===== src/rtl/rrat_commit.sv =====
// Retirement RAT: committed arch->phys mapping plus a committed copy of the free list.
// Retires up to N in-order instructions per cycle and releases each overwritten PRN.
module rrat_commit #(
    parameter int ARCH_SZ = 32,
    parameter int PHYS_SZ = 64,
    parameter int N       = 2,
    parameter int PRN_W   = $clog2(PHYS_SZ),
    parameter int ARN_W   = $clog2(ARCH_SZ),
    parameter int CTR_W   = $clog2(PHYS_SZ) + 1
) (
    input  logic                       clock,
    input  logic                       reset,
    input  logic [N-1:0]               ct_valid,
    input  logic [N*ARN_W-1:0]         ct_dest_arn,
    input  logic [N*PRN_W-1:0]         ct_dest_prn,
    input  logic [N-1:0]               ct_squash,
    output logic [N-1:0]               free_valid,
    output logic [N*PRN_W-1:0]         free_prn,
    output logic                       squash,
    output logic [ARCH_SZ*PRN_W-1:0]   rrat_table,
    output logic [PHYS_SZ*PRN_W-1:0]   fl_list,
    output logic [PRN_W-1:0]           fl_head,
    output logic [PRN_W-1:0]           fl_tail,
    output logic [CTR_W-1:0]           fl_counter
);

    localparam int FREE_INIT = PHYS_SZ - ARCH_SZ;

    logic [PRN_W-1:0] table_q [ARCH_SZ];
    logic [PRN_W-1:0] table_d [ARCH_SZ];
    logic [PRN_W-1:0] list_q  [PHYS_SZ];
    logic [PRN_W-1:0] list_d  [PHYS_SZ];
    logic [PRN_W-1:0] head_q, head_d;
    logic [PRN_W-1:0] tail_q, tail_d;
    logic [CTR_W-1:0] counter_q, counter_d;
    logic [N-1:0]     free_valid_q, free_valid_d;
    logic [PRN_W-1:0] free_prn_q [N];
    logic [PRN_W-1:0] free_prn_d [N];
    logic             squash_q, squash_d;

    logic             contig;
    logic             stop;
    logic             live;
    logic             pop_ok;
    logic [ARN_W-1:0] lane_arn;
    logic [PRN_W-1:0] lane_prn;
    logic [PRN_W-1:0] old_prn;
    int unsigned      upd_cnt;

    // Circular pointer advance that also works for non-power-of-two depths.
    function automatic logic [PRN_W-1:0] wrap_add(input logic [PRN_W-1:0] base,
                                                  input int unsigned off);
        int unsigned sum;
        sum = 32'(base) + off;
        if (sum >= 32'(PHYS_SZ)) begin
            sum = sum - 32'(PHYS_SZ);
        end
        return sum[PRN_W-1:0];
    endfunction

    // Lanes are walked in order; table_d carries earlier lanes' writes so same-arn lanes chain.
    always_comb begin
        table_d      = table_q;
        list_d       = list_q;
        free_valid_d = '0;
        for (int i = 0; i < N; i++) begin
            free_prn_d[i] = '0;
        end
        squash_d  = 1'b0;
        contig    = 1'b1;
        stop      = 1'b0;
        live      = 1'b0;
        pop_ok    = 1'b1;
        lane_arn  = '0;
        lane_prn  = '0;
        old_prn   = '0;
        upd_cnt   = 0;
        for (int i = 0; i < N; i++) begin
            lane_arn = ct_dest_arn[i*ARN_W +: ARN_W];
            lane_prn = ct_dest_prn[i*PRN_W +: PRN_W];
            if (!ct_valid[i]) begin
                contig = 1'b0;
            end
            live = contig && !stop;
            if (live && (lane_arn != '0)) begin
                old_prn            = table_d[lane_arn];
                table_d[lane_arn]  = lane_prn;
                list_d[wrap_add(tail_q, upd_cnt)] = old_prn;
                if (list_q[wrap_add(head_q, upd_cnt)] != lane_prn) begin
                    pop_ok = 1'b0;
                end
                free_valid_d[i] = 1'b1;
                free_prn_d[i]   = old_prn;
                upd_cnt         = upd_cnt + 1;
            end
            if (live && ct_squash[i]) begin
                squash_d = 1'b1;
                stop     = 1'b1;
            end
        end
        // Released PRNs already sit in the committed list that rename restores from.
        if (squash_d) begin
            free_valid_d = '0;
        end
        head_d    = wrap_add(head_q, upd_cnt);
        tail_d    = wrap_add(tail_q, upd_cnt);
        counter_d = counter_q;
    end

    always_ff @(posedge clock) begin
        if (reset) begin
            for (int i = 0; i < ARCH_SZ; i++) begin
                table_q[i] <= PRN_W'(i);
            end
            for (int j = 0; j < PHYS_SZ; j++) begin
                list_q[j] <= (j < FREE_INIT) ? PRN_W'(ARCH_SZ + j) : '0;
            end
            head_q       <= '0;
            tail_q       <= PRN_W'(FREE_INIT);
            counter_q    <= CTR_W'(FREE_INIT);
            free_valid_q <= '0;
            for (int i = 0; i < N; i++) begin
                free_prn_q[i] <= '0;
            end
            squash_q     <= 1'b0;
        end else begin
            table_q      <= table_d;
            list_q       <= list_d;
            head_q       <= head_d;
            tail_q       <= tail_d;
            counter_q    <= counter_d;
            free_valid_q <= free_valid_d;
            free_prn_q   <= free_prn_d;
            squash_q     <= squash_d;
        end
    end

    // Rename and retire must pop the free list in the same order.
    always_ff @(posedge clock) begin
        if (!reset) begin
            assert (pop_ok);
            assert (counter_q == CTR_W'(FREE_INIT));
        end
    end

    always_comb begin
        rrat_table = '0;
        fl_list    = '0;
        free_prn   = '0;
        for (int i = 0; i < ARCH_SZ; i++) begin
            rrat_table[i*PRN_W +: PRN_W] = table_q[i];
        end
        for (int j = 0; j < PHYS_SZ; j++) begin
            fl_list[j*PRN_W +: PRN_W] = list_q[j];
        end
        for (int i = 0; i < N; i++) begin
            free_prn[i*PRN_W +: PRN_W] = free_prn_q[i];
        end
    end

    assign free_valid = free_valid_q;
    assign squash     = squash_q;
    assign fl_head    = head_q;
    assign fl_tail    = tail_q;
    assign fl_counter = counter_q;

endmodule

===== config.mk =====
export PLATFORM = sky130hd
export DESIGN_NAME = rrat_commit
export DESIGN_NICKNAME = d
export VERILOG_FILES = /design/src/rtl/rrat_commit.sv
export SDC_FILE = /design/constraint.sdc
export NUM_CORES = 2
export LEC_CHECK = 0
export ABC_AREA = 1
export CAP_MARGIN = 20
export CORE_ASPECT_RATIO = 2
export CORE_MARGIN = 2
export CORE_UTILIZATION = 35
export DETAILED_ROUTE_END_ITERATION = 7
export GPL_ROUTABILITY_DRIVEN = 0
export PLACE_DENSITY = 0.57
export SLEW_MARGIN = 40
export SYNTH_ARGS = -nofsm -noshare
export SYNTH_HDL_FRONTEND = slang
export SYNTH_SLANG_ARGS = --single-unit

===== constraint.sdc =====
create_clock -name clock -period 3.25 [get_ports clock]
set_input_delay 0.65 -clock clock [delete_from_list [all_inputs] [get_ports clock]]
set_output_delay 0.65 -clock clock [all_outputs]
set_load 0.05 [all_outputs]

# == Yosys cells after proc, flatten, opt, wreduce, memory -nomap -nowiden ==
# Index checks and enable logic that the tools add are counted.
# classes
addsub,8
bitwise,6
reduce_logical,15
n_lt_le_gt_ge,12
mux,36
# ops
cell,n
bitwise mux 384 bit,2
two-way mux 384 bit,2
bitwise mux 192 bit,2
two-way mux 192 bit,2
two-way mux 6 bit,14
demux 6 bit (select 6 bit),2
adder 6 x 32 -> 32 bit,2
"greater-or-equal comparator 32 x 7 -> 1 bit, second input constant",2
binary-select mux 6 bit (select 5 bit),2
demux 6 bit (select 5 bit),2
"adder 32 x 1 -> 32 bit, second input constant",1
two-way mux 32 bit,1
"subtractor 6 x 1 -> 6 bit, second input constant",4
"greater-or-equal comparator 7 bit, second input constant",3
"< comparator 7 x 1 -> 1 bit, second input constant",2
NOT 6 -> 7 bit,2
"greater-or-equal comparator 6 bit, second input constant",2
"< comparator 6 x 1 -> 1 bit, second input constant",2
NOT 5 -> 6 bit,2
nonzero test 5 bit,2
logical AND 1 bit,9
adder 6 x 1 -> 7 bit,1
"greater-or-equal comparator 6 x 7 -> 1 bit, second input constant",1
two-way mux 1 bit,7
other kinds (3),6
# word_totals
input_bits,28
output_inout_bits,610
regBits,603
elab_cells,179

# == Longest topological paths before layout ==
# depth
word_depth,14
depth_mapped,18
mapped_depth_nobuf,16

# == Worst setup path before layout ==
# OpenSTA, ideal clock, no wires.
# synth_timing
kind,input to register
startpoint,input port ct_dest_arn[2]
endpoint,"register list_q, in the netlist fl_list[256]"
setup_ns,0.132
slack_ns,-0.027
arrival_ns,3.145
n_path_buf,1
required_time_ns,3.118
cell_stages,17
cell_sequence,buf_2 inv_1 nand3_1 nand2_1 clkinv_1 ha_1 ha_1 or2_2 nand2_1 inv_1 nor2_1 nand2_1 nor2_1 inv_1 o21a_1 o21ai_0 a21oi_1
# synth_via
elab_chain_len,14
elab_cells_between_ends,32
cone_classes,2 x add/sub; 5 x order compare; 19 x mux; 2 x bitwise; 4 x reduce/logical
# synth_rtl
item,line,source
"start, declared",14,"input logic [N*ARN_W-1:0] ct_dest_arn,"
nonzero test 5 bit,85,if (live && (lane_arn != '0)) begin
logical AND 1 bit,85,
two-way mux 1 bit,85,
adder 6 x 1 -> 7 bit,54,sum = 32'(base) + off;
subtractor 6 x 1 -> 6 bit / greater-or-equal comparator 7 bit (equally long branches),"56, 55",
two-way mux 6 bit,55,if (sum >= 32'(PHYS_SZ)) begin
two-way mux 6 bit,85,
NOT 6 -> 7 bit (implied by the code),88,"list_d[wrap_add(tail_q, upd_cnt)] = old_prn;"
greater-or-equal comparator 7 bit (implied by the code) / < comparator 7 x 1 -> 1 bit (equally long branches),88,
logical AND 1 bit (implied by the code),88,
two-way mux 6 bit (implied by the code),88,
demux 6 bit (select 6 bit),88,
bitwise mux 384 bit,88,
two-way mux 384 bit (*),85,
"end signal, assigned by index",116,list_q[j] <= (j < FREE_INIT) ? PRN_W'(ARCH_SZ + j) : '0;
"end signal, assigned",128,list_q <= list_d;
"end, declared",31,logic [PRN_W-1:0] list_q [PHYS_SZ];
# Every way passes the cells marked *; elsewhere a longest branch is shown, timed or not. The select of a mux whose other input is x is not followed.
# A chain may end at the register's enable or synchronous reset.

# == Worst setup path in the final report ==
# layout_timing
startpoint,input port ct_dest_arn[0]
endpoint,"register list_q, in the netlist fl_list[310]"
# The elaborated chain is that of the path after synthesis.

==> results.py <==
metrics = {
    "layout": {
        "mostFrequentLayoutCell": "nand2_1",
        "layout_common_cells": "1285 x nand2_1, 786 x buf_4, 629 x clkdlybuf4s50_1",
        "nets": 6323,
        "areaGrowthSynthToFinish_pct": 52.0,
        "fillers": 8948,
        "drive_gt1_frac": 0.169,
    },
    "yosys": {
        "synth_cell_types": 36,
        "synth_seq_cells": 603,
        "postSynthCellCount": 4972,
        "ys_warn_count": 0,
        "netlist_area_um2": 31900,
        "syn_avg_cell_area_um2": 6.42,
        "ys_seq_area_frac": 0.378,
    },
    "timing": {
        "worst_pin_slew_ns": 0.774,
        "whs_ns": 0.471,
        "drv_slew": 0,
        "finalSetupViolations": 0,
        "min_period_over_period": 0.983,
        "maxSlewHeadroom": 0.483,
        "period_needed_ns": 3.19,
        "skew_ns": 0.0379,
        "setup_ws_ns": 0.0552,
        "finalHoldViolCount": 0,
        "clock.fmax_mhz": 313,
        "rsz0062_at_grt": "yes",
    },
    "placement": {
        "place.port_buffers": 630,
        "dp_slack_ns": -0.701,
        "hpwl_um": 134000,
    },
    "route": {
        "routed_wl_um": 181000,
        "vias_per_cell": 5.49,
        "firstDrtPassIters": 8,
        "ant_nets": 0,
        "vias": 41273,
        "drt_iter0_drc": 4107,
        "routedWlPerCell_um": 24.0,
        "drc": 0,
    },
    "floorplanning": {
        "rows": 156,
        "die_h_um": 431,
        "die_area_um2": 93700,
        "start_util": 0.353,
        "io_pins": 638,
        "die_w_um": 217,
        "core_area_um2": 90400,
    },
    "power": {
        "p_switching_w": 0.00542,
        "p_leak_nw": 21.3,
        "ir_drop_mv": 0.473,
        "power_frac_seq": 0.425,
        "switching_share": 0.307,
        "pwr_density_cell_nw_per_um2": 365,
        "power_frac_clock": 0.406,
        "combPwrFrac": 0.169,
        "p_int_w": 0.0123,
    },
    "clock_network": {
        "numCtsBuffers": 58,
        "insertion_delay_ns": 0.67,
        "clk_pin_slew_ns": 0.07,
        "clock-sinks": 603,
        "cts_tree": "done",
        "cts.path.max_buffers": 3,
        "h-tree-depth": 2,
        "cts_root_buffer": "clkbuf_16",
    },
    "grt": {
        "antenna_found_initial": 1,
        "grt_pass1_vias": 39579,
        "grt_max_degree": 123,
        "grt_pass1_wl_um": 259000,
        "grt_use_total": 0.373,
        "grt_remaining_overflow": 0,
    },
    "outcome": {
        "status": "finished clean",
    },
    "setup_path": {
        "required_ns": 3.84,
        "endpoint_kind": "flop",
        "critPathLaunchType": "input pin",
        "crit_arrival_ns": 3.79,
        "path_class": "in -> reg",
        "r2r_slack_ns": 0.54,
        "critPathMaxFanout": 32,
    },
    "job": {
        "drv_cap": 0,
    },
    "worst_hold_path": {
        "hp-class": "reg -> reg",
    },
}
-- critical path, cell delays in order --
cell,delay [ns]
clkdlybuf4s50_1,0.50
buf_4,0.16
nand3_1,0.19
inv_2,0.24
buf_4,0.21
nand2_1,0.21
nand2_1,0.15
nand3_1,0.09
nand4_1,0.21
nand2_2,0.18
nand2_1,0.10
nor2_1,0.05
buf_4,0.15
nand2_4,0.15
buf_12,0.25
nand2_1,0.08
a21oi_1,0.17
-- cell usage after synthesis, drive strengths merged --
master | count | area share
nand2 | 1303 | 0.15
dfxtp | 603 | 0.38
a21oi | 522 | 0.082
nor2 | 491 | 0.060
nand3 | 482 | 0.076
inv | 455 | 0.054
o21ai | 431 | 0.068
clkbuf | 154 | 0.018
buf | 112 | 0.018
o22ai | 86 | 0.017
o211ai | 80 | 0.019
o21a | 78 | 0.018
a211oi | 76 | 0.018
nand4 | 22 | 0.0043
a31oi | 17 | 0.0033
nor3 | 15 | 0.0025
clkinv | 14 | 0.0016
a22oi | 7 | 0.0016
ha | 7 | 0.0027
o21bai | 5 | 0.0012
or2 | 3 | 0.00059
xor2 | 3 | 0.00082
conb | 2 | 0.00024
fa | 2 | 0.0013
xnor2 | 2 | 0.00055
-- layout make-up --
class                   instances  area [um^2]  area share
diodes                          1         2.50   0.0000516
clock inverters                21          241     0.00498
repair buffers               1515        14200       0.292
well taps                    1185         1480      0.0306
multi-input cells            3639        17100       0.353
clock buffers                  82         1650      0.0341
inverters                     469         1770      0.0365
flip-flops and latches        603        12100       0.249
-- layer usage --
| layer | track usage | vias to the layer above | routed length, um |
|---|---|---|---|
| li1 | - | 19150 | - |
| met1 | 0.399 | 19044 | 62000 |
| met2 | 0.637 | 2390 | 85700 |
| met3 | 0.0805 | 689 | 16700 |
| met4 | 0.285 | 0 | 16200 |
| met5 | 0 | - | 0 |
-- power by group through the flow --
stage	sequential [W]	combinational, W	clock (W)
after floorplan	0.00792	0.00103	0
after global placement	0.00769	0.00289	0
after detailed placement	0.00769	0.00289	0
final	0.00752	0.00299	0.00717
after CTS	0.00752	0.00290	0.00723
after global routing	0.00753	0.00305	0.00749
-- timing repair --
| action | in CTS | in global routing |
|---|---|---|
| gates cloned | 0 | 0 |
| gates resized for setup | 1 | 38 |
| setup endpoints to repair | 5 | 377 |
| hold endpoints to repair | 0 | 0 |
| buffers inserted | 0 | 2 |
| hold buffers | 0 | 0 |
| pin swaps | 0 | 4 |
-- stage by stage --
step	setup TNS, ns	area, um^2	utilization	total power [W]	cells
floorplan	-0.340	31900	-	0.00895	4977
global placement	-211.20	46500	0.514	0.0106	7409
detailed placement	-223.48	46500	0.514	0.0106	7409
CTS	0	48400	0.535	0.0177	7512
global route	-0.0404	48500	0.537	0.0181	7515
finish	0	48500	0.537	0.0177	7515
-- path summary, 6_finish.rpt --
path                                                from                       end  cells after the start
worst max-delay path                      ct_dest_arn[0]   fl_list[310]$_SDFF_PP0_                     17
worst min-delay path            rrat_table[4]$_SDFF_PP0_  rrat_table[4]$_SDFF_PP0_                      2
worst max register to register     fl_tail[3]$_SDFF_PP0_   fl_list[269]$_SDFF_PP0_                      9
worst min register to register  rrat_table[4]$_SDFF_PP0_  rrat_table[4]$_SDFF_PP0_                      2
-- sequential cells by signal, indices dropped and copies added (netlist names) --
signal and cells:
fl_list 384, fl_head 6, squash 1, free_prn 12
fl_tail 6, free_valid 2, rrat_table 192
-- kinds of logic (layout without fill, tap and decap cells) --
group	after synthesis	after routing	share of synthesized area
AOI/OAI and AO/OA	1302	1302	0.228
other	2	8	0.000235
xor gates and xnor gates	5	5	0.00137
DFF	603	603	0.378
adders and majority gates	9	9	0.00400
and+or+nand+nor	2316	2316	0.297
buffers and inverters	735	2087	0.0915
(Power assumes the default switching activity.)
